[config.mk]
export PLATFORM = sky130hd
export DESIGN_NAME = vga_console_writer
export DESIGN_NICKNAME = d
export VERILOG_FILES = /design/src/rtl/vga_console_pkg.sv /design/src/rtl/vga_console_writer.sv
export SDC_FILE = /design/constraint.sdc
export NUM_CORES = 1
export LEC_CHECK = 0
export CORE_MARGIN = 4
export CORE_UTILIZATION = 50
export DETAILED_ROUTE_END_ITERATION = 10
export HOLD_SLACK_MARGIN = 0.02
export PLACE_DENSITY = 0.76
export SLEW_MARGIN = 25
export SYNTH_ARGS = -nofsm -noshare
export SYNTH_HDL_FRONTEND = slang
export SYNTH_SLANG_ARGS = --single-unit
[constraint.sdc]
create_clock -name clk -period 3.2 [get_ports clk]
set_input_delay 0.96 -clock clk [delete_from_list [all_inputs] [get_ports clk]]
set_output_delay 0.96 -clock clk [all_outputs]
set_load 0.05 [all_outputs]
[src/rtl/vga_console_pkg.sv]
// ============================================================================
//  Module      : vga_console_pkg
//  Description : Shared geometry, state encoding and control-character codes
//                for the VGA text-console writer.
//  Revision    : 1.0 - initial release
// ============================================================================
`default_nettype none

package vga_console_pkg;

    localparam int DEF_COLS = 40;
    localparam int DEF_ROWS = 30;
    localparam int ADDR_W   = 11;

    typedef enum logic [1:0] {
        CLR_ALL  = 2'd0,
        IDLE     = 2'd1,
        CLR_LINE = 2'd2
    } state_t;

    localparam logic [7:0] LF    = 8'h0A;
    localparam logic [7:0] CR    = 8'h0D;
    localparam logic [7:0] BS    = 8'h08;
    localparam logic [7:0] FF    = 8'h0C;
    localparam logic [7:0] SPACE = 8'h20;

endpackage

`default_nettype wire

[src/rtl/vga_console_writer.sv]
// ============================================================================
//  Module      : vga_console_writer
//  Description : Byte-stream to character-cell writer with cursor tracking,
//                line wrap and hardware line / screen clears into VRAM.
//  Revision    : 1.0 - initial release
// ============================================================================
`default_nettype none

module vga_console_writer
    import vga_console_pkg::*;
#(
    parameter int COLS = DEF_COLS,
    parameter int ROWS = DEF_ROWS
) (
    input  logic              clk,
    input  logic              rst_n,
    input  logic [7:0]        in_data,
    input  logic              in_valid,
    output logic              in_ready,
    input  logic [7:0]        attr,
    output logic [ADDR_W-1:0] vram_waddr,
    output logic [15:0]       vram_wdata,
    output logic              vram_we,
    output logic [5:0]        cur_x,
    output logic [4:0]        cur_y,
    output logic              busy
);

    localparam logic [ADDR_W-1:0] LAST_CELL = ADDR_W'(COLS * ROWS - 1);
    localparam logic [5:0]        LAST_COL  = 6'(COLS - 1);
    localparam logic [4:0]        LAST_ROW  = 5'(ROWS - 1);

    // Constant-coefficient shift-and-add: only the set bits of COLS contribute.
    function automatic logic [ADDR_W-1:0] row_base(input logic [4:0] y);
        logic [ADDR_W-1:0] acc;
        acc = '0;
        for (int b = 0; b < 7; b++) begin
            if (((COLS >> b) & 1) == 1) begin
                acc = acc + (ADDR_W'(y) << b);
            end
        end
        return acc;
    endfunction

    state_t            state_q, state_d;
    logic [ADDR_W-1:0] clr_addr_q, clr_addr_d;
    logic [5:0]        col_cnt_q, col_cnt_d;
    logic [5:0]        x_q, x_d;
    logic [4:0]        y_q, y_d;
    logic              we_q, we_d;
    logic [ADDR_W-1:0] waddr_q, waddr_d;
    logic [15:0]       wdata_q, wdata_d;

    logic [4:0]        next_y;
    logic              new_line;
    logic              printable;

    assign next_y    = (y_q == LAST_ROW) ? 5'd0 : y_q + 5'd1;
    assign printable = (in_data >= 8'h20) && (in_data <= 8'h7E);

    always_comb begin
        state_d    = state_q;
        clr_addr_d = clr_addr_q;
        col_cnt_d  = col_cnt_q;
        x_d        = x_q;
        y_d        = y_q;
        we_d       = 1'b0;
        waddr_d    = waddr_q;
        wdata_d    = wdata_q;
        new_line   = 1'b0;

        case (state_q)
            CLR_ALL: begin
                we_d    = 1'b1;
                waddr_d = clr_addr_q;
                wdata_d = {attr, SPACE};
                if (clr_addr_q == LAST_CELL) begin
                    state_d = IDLE;
                end else begin
                    clr_addr_d = clr_addr_q + 1'b1;
                end
            end

            CLR_LINE: begin
                we_d    = 1'b1;
                waddr_d = clr_addr_q;
                wdata_d = {attr, SPACE};
                if (col_cnt_q == LAST_COL) begin
                    state_d = IDLE;
                end else begin
                    clr_addr_d = clr_addr_q + 1'b1;
                    col_cnt_d  = col_cnt_q + 6'd1;
                end
            end

            IDLE: begin
                if (in_valid) begin
                    if (printable) begin
                        we_d    = 1'b1;
                        waddr_d = row_base(y_q) + ADDR_W'(x_q);
                        wdata_d = {attr, in_data};
                        if (x_q == LAST_COL) begin
                            new_line = 1'b1;
                        end else begin
                            x_d = x_q + 6'd1;
                        end
                    end else begin
                        case (in_data)
                            LF: new_line = 1'b1;
                            CR: x_d = 6'd0;
                            BS: if (x_q != 6'd0) x_d = x_q - 6'd1;
                            FF: begin
                                x_d        = 6'd0;
                                y_d        = 5'd0;
                                clr_addr_d = '0;
                                state_d    = CLR_ALL;
                            end
                            default: ;
                        endcase
                    end

                    // Moving onto a new row always blanks it before more input.
                    if (new_line) begin
                        x_d        = 6'd0;
                        y_d        = next_y;
                        clr_addr_d = row_base(next_y);
                        col_cnt_d  = 6'd0;
                        state_d    = CLR_LINE;
                    end
                end
            end

            default: begin
                state_d    = CLR_ALL;
                clr_addr_d = '0;
            end
        endcase
    end

    always_ff @(posedge clk or negedge rst_n) begin
        if (!rst_n) begin
            state_q    <= CLR_ALL;
            clr_addr_q <= '0;
            col_cnt_q  <= '0;
            x_q        <= '0;
            y_q        <= '0;
            we_q       <= 1'b0;
            waddr_q    <= '0;
            wdata_q    <= '0;
        end else begin
            state_q    <= state_d;
            clr_addr_q <= clr_addr_d;
            col_cnt_q  <= col_cnt_d;
            x_q        <= x_d;
            y_q        <= y_d;
            we_q       <= we_d;
            waddr_q    <= waddr_d;
            wdata_q    <= wdata_d;
        end
    end

    assign in_ready   = (state_q == IDLE);
    assign busy       = ~in_ready;
    assign vram_we    = we_q;
    assign vram_waddr = waddr_q;
    assign vram_wdata = wdata_q;
    assign cur_x      = x_q;
    assign cur_y      = y_q;

endmodule

`default_nettype wire

==> results of run 1 <==
-- power groups by stage --
| stage | combinational, mW | clock, mW | sequential, mW |
|---|---|---|---|
| after floorplan | 0.469 | 0 | 1.47 |
| after global placement | 1.23 | 0 | 1.14 |
| after detailed placement | 1.25 | 0 | 1.15 |
| after CTS | 1.26 | 0.583 | 1.13 |
| after global routing | 1.35 | 0.633 | 1.17 |
| final | 1.25 | 0.573 | 1.14 |
-- layer usage --
| metal | global-route usage | up-vias |
|---|---|---|
| met3 | 0.0484 | 20 |
| li1 | - | 1567 |
| met2 | 0.361 | 146 |
| met1 | 0.310 | 1598 |
| met4 | 0.0916 | 0 |
| met5 | 0 | - |
-- worst min-delay path by stage --
stage              startpoint        endpoint  slack, ns  cells after the start
2_1_floorplan  clr_addr_q[10]  clr_addr_q[10]       0.47                      2
3_3_place_gp   vram_wdata[15]  vram_wdata[15]       0.45                      2
3_5_place_dp   vram_wdata[12]  vram_wdata[12]       0.46                      2
4_1_cts        vram_wdata[12]  vram_wdata[12]       0.47                      2
5_1_grt        vram_wdata[12]  vram_wdata[12]       0.50                      2
6_report       vram_wdata[12]  vram_wdata[12]       0.46                      2
-- area by class of cell --
cell class	instances	share of cell area
timing repair buffer	78	0.164
inverter	14	0.0117
tap	96	0.0268
multi-input combinational	305	0.436
clock inverter	3	0.00335
clock buffer	13	0.0332
sequential	58	0.324
-- worst register-to-register path, cell delays in order, from the launching register on --
cell                      delay, ns
sky130_fd_sc_hd__dfrtp_1       0.51
sky130_fd_sc_hd__inv_1         0.17
sky130_fd_sc_hd__ha_1          0.23
sky130_fd_sc_hd__nand3_1       0.09
sky130_fd_sc_hd__nand3_1       0.10
sky130_fd_sc_hd__o21ai_0       0.19
sky130_fd_sc_hd__ha_1          0.28
sky130_fd_sc_hd__fa_1          0.41
sky130_fd_sc_hd__a21o_1        0.17
sky130_fd_sc_hd__nand2_1       0.07
sky130_fd_sc_hd__xor2_1        0.06
sky130_fd_sc_hd__a21oi_1       0.17
sky130_fd_sc_hd__nand2_1       0.07
-- cells by family after synthesis --
family	share of synthesized area
buffers and inverters	0.0399
adders and majority gates	0.0734
xor gates and xnor gates	0.0296
DFF	0.409
and+or+nand+nor	0.240
AOI/OAI and AO/OA	0.205
muxes	0.00282
-- registers in the layout (all words and copies together) (netlist names) --
register	count
clr_addr_q	11
col_cnt_q	6
cur_x	6
cur_y	5
state_q	2
vram_waddr	11
vram_wdata	16
vram_we	1
-- layout by cell type (no fill, tap or decap), drive strengths merged, types with 2 or more instances in the layout --
cell,instances
a21o,9
a21oi,24
a221o,5
a22o,13
a22oi,2
a31oi,11
a32o,2
and2,2
and3,4
buf,22
clkbuf,13
clkdlybuf4s50,56
clkinv,4
dfrtp,58
fa,3
ha,16
inv,13
nand2,65
nand2b,6
nand3,22
nand4,3
nand4b,3
nor2,30
nor2b,7
nor3,7
nor3b,5
nor4,4
nor4b,3
nor4bb,2
o211ai,3
o21a,4
o21ai,17
o22ai,3
o31ai,4
or3,3
xnor2,6
xor2,6
-- through the flow --
step	area, um2	power [mW]	util
after global placement	4310	2.37	0.632
after CTS	4480	2.98	0.655
after global routing	4480	3.16	0.655
after floorplan	3550	1.94	-
final	4480	2.97	0.655
after detailed placement	4310	2.40	0.632
==> results.txt, run 1 <==
The number of antenna violations at the first check in global routing came to 0. The sequential share of the synthesized area came out at 0.409. In this design, the largest share of critical-path delay is due to compound AO/OA/AOI/OAI gates. The cell area after synthesis is 0.00355 mm2. The leakage power is 1.97 nW. The headroom to the max-slew limit came out at 0.571.

The cell sitting at the root of the clock tree is a sky130_fd_sc_hd__clkbuf_8. The global-route usage over all layers came out at 0.230. The min-delay analysis places its worst path in the category register to register. The count of hold-fix buffers inserted at cts is 0. Of the total power, registers draw 0.384. The most frequent cell on the critical path is sky130_fd_sc_hd__a221o_1.

The iteration-0 DRC count of the detailed router came out at 208. The share of Yosys cell area claimed by the top area cell type is 0.409. The final count of hold timing violations is 0. The number of flops mapped to enable cells by yosys came out at 0. The first-pass GRT wire length came out at 15500 um. The net switching fraction of the power came out at 0.435.

The count of buffers added on input and output ports is 59. The setup TNS after final layout is 0 ns. The arrival time of data at the critical path endpoint came out at 3.14 ns. From synthesis to final layout, the design area changed by 26.2%. Traced cell by cell, the critical path runs through clkdlybuf4s50_1 > nor4_4 > nand3_1 > a21o_1 > a221o_1 > a221o_1. The setup slack at placement is -0.0393 ns. The sum of overflow across all layers after global routing is 0. The run finished with clean final reports.

In this design, the stage delay of the slowest critical-path cell is 0.52 ns. The first-pass iteration count of the detailed router came out at 5. Counting the fill cells in the layout gives 588. Across all setup checks in the final design, the least slack found is 0.280 ns. Setup repair after global routing left no endpoint under its margin. The y dimension of the die is 92.2 um. The routed length on met3 came out at 550 um. The peak supply drop came out at 0.000522 V. The die covers 0.00851 mm2. The post-CTS repair timing setup buffer count came out at 0. The most common cell in the synthesized netlist is sky130_fd_sc_hd__nand2_1.

The standard-cell row count came out at 30. The clock tree skew after final layout came out at 0.00817 ns. The cell-internal power is 1.68 mW. The power spent charging and discharging nets is 1.29 mW. The insertion delay of the later-clocked pin in the worst-skew pair is 0.33 ns. The routed wirelength normalized by instance count came out at 16.4 um. The highest achievable clock rate came out at 342 MHz. The number of nets at the end of the flow is 504. The synthesized netlist net count is 434. The number of standard cells in the final layout excluding fillers is 567. The count of different cell masters after synthesis came out at 56. In this run, placement finished with an instance count of 551.

The required time reported for the critical path endpoint is 3.42 ns. The number of buffers and inverters on the critical path is 1. The half-perimeter wire length after placement came out at 6880 um. The number of sinks handled by clock tree synthesis is 58. The H-tree depth reported by CTS is 3. The synthesized instance count is 396. The minimum period implied by the final worst setup slack is 2.92 ns. The number of DRC violations after detailed routing is 0. The proportion of layout cells with a drive suffix above 1 came out at 0.0977. In this run, synthesis produced a sequential element count of 58. The max-cap violation count came out at 0.

In the post-synthesis netlist, the biggest area contributors are sky130_fd_sc_hd__dfrtp_1 (41%), sky130_fd_sc_hd__nand2_1 (6.9%), sky130_fd_sc_hd__ha_1 (5.6%). By startpoint and endpoint, the worst setup path is classified as input pin to register. The total routed wire length on the met1 layer came out at 4280 um. The element type at the critical path start is an input pin. The routed wire length came out at 9310 um. The worst register-to-register path begins at cur_y[1].

In the synthesized netlist the dominant register cell turns out to be sky130_fd_sc_hd__dfrtp_1. The start point of the critical path is in_data[5]. The largest area contributor in the netlist is sky130_fd_sc_hd__dfrtp_1. Across all register-to-register paths, the minimum setup slack is 0.58 ns. Buffers inserted during clock tree synthesis total 9.

The maximum fanout encountered on the critical timing path came out at 11. The worst slack on hold paths came out at 0.462 ns. Of all flip-flops after synthesis, the portion carrying an async set or reset was 1.00. The area of the core came out at 0.00683 mm2. In this run the worst setup path terminates at clr_addr_q[4]. The relative contribution of the clock network to total power came out at 0.193. The path depth of the worst reg2reg path came out at 12.

The number of vias per cell came out at 5.87. After detailed routing, the met2 layer carries 4260 um of wire. The largest buffer count on any clock path came out at 2.

The total of warnings raised by yosys came out at 0. After clock tree synthesis, the repair step resized 0 gates. The worst setup path is captured at a register.

The number of slew-limit violations in the final report came out at 0. The total number of cells along the worst setup path came out at 6. The remaining antenna violation count after routing is 0. The largest net degree at the start of global routing came out at 29.

The slew at the pin closest to its max-slew limit is 0.643 ns. The number of antenna cells inserted is 0. In this run the critical register-to-register path is captured at clr_addr_q[9].

The floorplan step set the die width to 92.2 um. Summing all multi-input logic gate instances after layout gives 0.00195 mm2. The relative contribution of combinational cells to total power came out at 0.422. The final number of setup-violating endpoints is 0. The largest individual stage delay along the critical path comes from the cell sky130_fd_sc_hd__clkdlybuf4s50_1.

After clock tree synthesis, the clock-pin slew on the worst setup and hold paths is 0.06 ns. The routed via count is 3331. The post-route fraction of the period consumed by the critical path came out at 0.912. For this design the top-level I/O count stands at 60. The highest signal layer in the routed design is met4. Power spread over the standard cell area amounts to 662 mW/mm2.

The routability congestion estimate is 0.868. By count the netlist is led by sky130_fd_sc_hd__nand2_1 (65), sky130_fd_sc_hd__dfrtp_1 (58), sky130_fd_sc_hd__nor2_1 (29). The via count of the first global-routing pass is 3208. Dividing the synthesized area by the synthesized cell count gives 8.96 um2. The starting density of the core came out at 0.519. The sequential cell area in the final layout came out at 0.00145 mm2. TritonCTS built the clock tree.
Power figures use the tool's default switching activity.
==> run 2, diff against run 1 <==
--- a/config.mk
+++ b/config.mk
@@ -5,11 +5,12 @@
 export SDC_FILE = /design/constraint.sdc
 export NUM_CORES = 1
 export LEC_CHECK = 0
+export ABC_AREA = 1
 export CORE_MARGIN = 4
 export CORE_UTILIZATION = 50
 export DETAILED_ROUTE_END_ITERATION = 10
 export HOLD_SLACK_MARGIN = 0.02
-export PLACE_DENSITY = 0.76
+export PLACE_DENSITY = 0.75
 export SLEW_MARGIN = 25
 export SYNTH_ARGS = -nofsm -noshare
 export SYNTH_HDL_FRONTEND = slang
==> run 2 against run 1 <==
Against the previous run:
- sequential share of layout area fell by 1.4 points
- die area rose by 6.1%
- cell area grew 4.6%
- synthesized cell count is 34% higher
==> results.txt, run 2 <==
The total power per unit cell area came to 392 mW/mm2 (-41%). The count of hold-fix buffers inserted at cts came to 0 (unchanged). The sum of overflow across all layers after global routing came out at 0 (unchanged).

The multi-input gate area in the final layout came out at 0.00206 mm2 (+5.6%). The number of flip-flops and latches in the synthesized netlist is 58 (unchanged). The post-CTS resize count came out at 0 (unchanged). The post-route fraction of the period consumed by the critical path came out at 0.930 (+0.0171). In the layout the commonest cells are sky130_fd_sc_hd__nand2_1 (196), sky130_fd_sc_hd__dfrtp_1 (58), sky130_fd_sc_hd__clkdlybuf4s50_1 (58), sky130_fd_sc_hd__inv_1 (43), sky130_fd_sc_hd__nor2_1 (43). The share of Yosys cell area claimed by the top area cell type is 0.384 (-0.0256).

The number of vias per cell came out at 5.25 (-11%). The cell area after synthesis was 0.00378 mm2 (+6.7%). The routed wirelength normalized by instance count is 14.1 um (-14%).

The number of nets at the end of the flow came out at 629 (+25%). The H-tree depth reported by CTS was 3 (unchanged). The total buffers and inverters traversed by the critical path is 3 (+2). The peak supply drop is 0.000228 V (-56%). The routed via count is 3648 (+9.5%). The most common cell after layout, fill and taps aside is sky130_fd_sc_hd__nand2_1. The worst slack on hold paths was 0.479 ns (+0.0169 ns). The overall power after layout came out at 1.84 mW (-38%). The number of flops mapped to enable cells by yosys is 0 (unchanged).

The top cell family by delay on the critical path is buffers and inverters. The CTS buffer count is 9 (unchanged). The biggest cell delay along the critical path is 0.83 ns (+0.31 ns).

The synthesized instance count is 529 (+34%). The area of the core came out at 0.00729 mm2 (+6.7%). In the post-synthesis netlist, the biggest area contributors are sky130_fd_sc_hd__dfrtp_1 (38%), sky130_fd_sc_hd__nand2_1 (19%), sky130_fd_sc_hd__nand3_1 (5.4%). The most used flip-flop cell after synthesis is sky130_fd_sc_hd__dfrtp_1.

The post-CTS repair timing setup buffer count came out at 0 (unchanged). The routed wire length came out at 9790 um (+5.1%). The leakage power is 2.33 nW (+18%). The I/O pin count is 60 (unchanged). The number of flip-flops in the largest register came out at 16 (unchanged). The insertion delay of the later-clocked pin in the worst-skew pair was 0.35 ns (+0.02 ns). The number of DRC violations after detailed routing came out at 0 (unchanged). The final number of setup-violating endpoints is 0 (unchanged). The via count of the first global-routing pass is 3451 (+7.6%). The number of slew-limit violations in the final report came out at 0 (unchanged). The worst setup path is of the register to primary output kind. The most common cell in the synthesized netlist is sky130_fd_sc_hd__nand2_1.

The critical path goes through inv_2 > nor2_8 > inv_4 > clkdlybuf4s50_1. The area growth from synthesis to layout is 23.8%. The count of input and output buffers is 59 (unchanged). The number of antenna violations at the first check in global routing is 0 (unchanged).

The largest buffer count on any clock path came out at 2 (unchanged). The global-route usage over all layers came out at 0.232 (+0.00246). The clock transition at the registers of the reported paths came out at 0.08 ns (+0.02 ns).

The maximum fanout encountered on the critical timing path is 12 (+1). The count of different cell masters after synthesis came out at 32 (-43%). The largest net degree at the start of global routing was 32 (+10%). The slowest stage of the critical path is the sky130_fd_sc_hd__clkdlybuf4s50_1 cell.

The clock tree skew after final layout was 0.00989 ns (+0.00172 ns). The total cell area at the placement stage is 0.00446 mm2 (+3.4%). The starting density of the core is 0.519 (about the same). The standard-cell row count came out at 31 (+3.3%). The routability congestion estimate is 0.866 (-0.28%). The number of antenna cells inserted is 0 (unchanged). The sequential share of the synthesized area is 0.384 (-0.0256). The half-perimeter wire length after placement is 7620 um (+11%).

The total of warnings raised by yosys is 0 (unchanged). The fraction of registers with async set/reset is 1.00 (unchanged). The classification of the worst-slack hold path is register to register. The minimum period implied by the final worst setup slack is 2.97 ns (+0.0548 ns). The setup TNS after final layout is 0 ns (unchanged). The proportion of layout cells with a drive suffix above 1 came out at 0.0839 (-0.0138). The required time reported for the critical path endpoint came out at 2.24 ns (-1.18 ns). The number of fillers in the final layout is 686 (+17%). The number of sinks handled by clock tree synthesis is 58 (unchanged). The sequential cell area in the final layout is 0.00145 mm2 (unchanged). The max-cap violation count came out at 0 (unchanged). The x dimension of the die came out at 95.0 um (+3.0%). The mean cell area of the mapped netlist is 7.15 um2 (-20%). The iteration-0 DRC count of the detailed router is 144 (-31%).

The full die area came to 0.00902 mm2 (+6.1%). The slew at the pin closest to its max-slew limit came out at 0.551 ns (-0.0922 ns). The first-pass GRT wire length is 16300 um (+5.3%). Summed over all instances, the cell type with the most area after synthesis is sky130_fd_sc_hd__dfrtp_1. The arrival time of data at the critical path endpoint came out at 2.01 ns (-1.13 ns). The synthesized netlist net count was 567 (+31%). Counting instances in the post-synthesis netlist gives the leading cell types as sky130_fd_sc_hd__nand2_1 (196), sky130_fd_sc_hd__dfrtp_1 (58), sky130_fd_sc_hd__inv_1 (43), sky130_fd_sc_hd__nor2_1 (43), sky130_fd_sc_hd__nand3_1 (41). TritonCTS built the clock tree. The root buffer cell chosen for the clock tree is sky130_fd_sc_hd__clkbuf_8. The summed area of non-filler cells in the final layout is 0.00469 mm2 (+4.6%).

The highest achievable clock rate is 336 MHz (-1.8%). The remaining antenna violation count after routing came out at 0 (unchanged). The final count of hold timing violations came out at 0 (unchanged). STA classifies the critical path startpoint as a register. Setup repair after global routing left no endpoint under its margin. The y dimension of the die came out at 95.0 um (+3.0%). STA classifies the critical path endpoint as a primary output.

The first-pass iteration count of the detailed router came out at 4 (-1). The headroom to the max-slew limit is 0.632 (+0.0603). The flow ran to the end, and the final reports show no timing, DRC or antenna violations.
-- run 2: logic make-up (layout without fill, tap and decap cells) --
group | count (synthesis) | in the layout | synth area share
and+or+nand+nor | 324 | 324 | 0.379
buffers and inverters | 65 | 132 | 0.0708
AOI/OAI and AO/OA | 52 | 52 | 0.0721
xor gates and xnor gates | 11 | 11 | 0.0255
adders and majority gates | 19 | 19 | 0.0688
DFF | 58 | 58 | 0.384
-- run 2: through the flow --
step                      setup WS [ns]  utilization  std cells
after floorplan                   0.624            -        529
after global placement            0.416        0.612        679
after detailed placement          0.343        0.612        679
after CTS                         0.210        0.643        695
after global routing              0.141        0.643        695
final                             0.225        0.643        695
-- run 2: final timing paths --
check | startpoint | endpoint | slack, ns | cells past startpoint
setup / recovery | state_q[0] | busy | 0.23 | 4
hold / removal | vram_wdata[10] | vram_wdata[10] | 0.48 | 2
setup reg to reg | cur_y[1] | clr_addr_q[9] | 0.64 | 16
hold reg to reg | vram_wdata[10] | vram_wdata[10] | 0.48 | 2
max in group asynchronous | rst_n | clr_addr_q[6] | 2.00 | 2
min in group asynchronous | rst_n | vram_waddr[1] | 0.55 | 1
-- run 2: power by group --
part | internal [mW] | total [mW] | leakage (nW) | switching (mW)
sequential | 0.745 | 0.767 | 0.710 | 0.0215
combinational | 0.112 | 0.300 | 1.52 | 0.188
clock | 0.443 | 0.771 | 0.106 | 0.329
total | 1.30 | 1.84 | 2.33 | 0.538
-- run 2: metal layers --
layer / vias up / track usage / wire [um]
met5: - / 0 / 0
met3: 20 / 0.0351 / 532
met2: 106 / 0.382 / 4660
li1: 1823 / - / -
met1: 1699 / 0.302 / 4320
met4: 0 / 0.106 / 279
-- run 2: cell type report --
| class | instances | area share |
|---|---|---|
| multi-input cells | 406 | 0.441 |
| repair buffers | 64 | 0.133 |
| clock buffers | 9 | 0.0264 |
| well taps | 99 | 0.0264 |
| flip-flops and latches | 58 | 0.310 |
| inverters | 52 | 0.0422 |
| clock inverters | 7 | 0.0216 |
-- run 2: worst register-to-register path: stages (launching register included) --
cell and delay (ns):
sky130_fd_sc_hd__dfrtp_1 0.49, sky130_fd_sc_hd__inv_1 0.17, sky130_fd_sc_hd__ha_1 0.20, sky130_fd_sc_hd__nand4_1 0.18, sky130_fd_sc_hd__inv_1 0.15, sky130_fd_sc_hd__nor2_1 0.08, sky130_fd_sc_hd__ha_1 0.25, sky130_fd_sc_hd__fa_1 0.41
sky130_fd_sc_hd__nand2_1 0.08, sky130_fd_sc_hd__nand2_1 0.07, sky130_fd_sc_hd__nand4_1 0.09, sky130_fd_sc_hd__nand2_1 0.05, sky130_fd_sc_hd__nand2_1 0.05, sky130_fd_sc_hd__nand2_1 0.07, sky130_fd_sc_hd__nand2_1 0.06, sky130_fd_sc_hd__nand2_1 0.04
sky130_fd_sc_hd__nand2_1 0.05
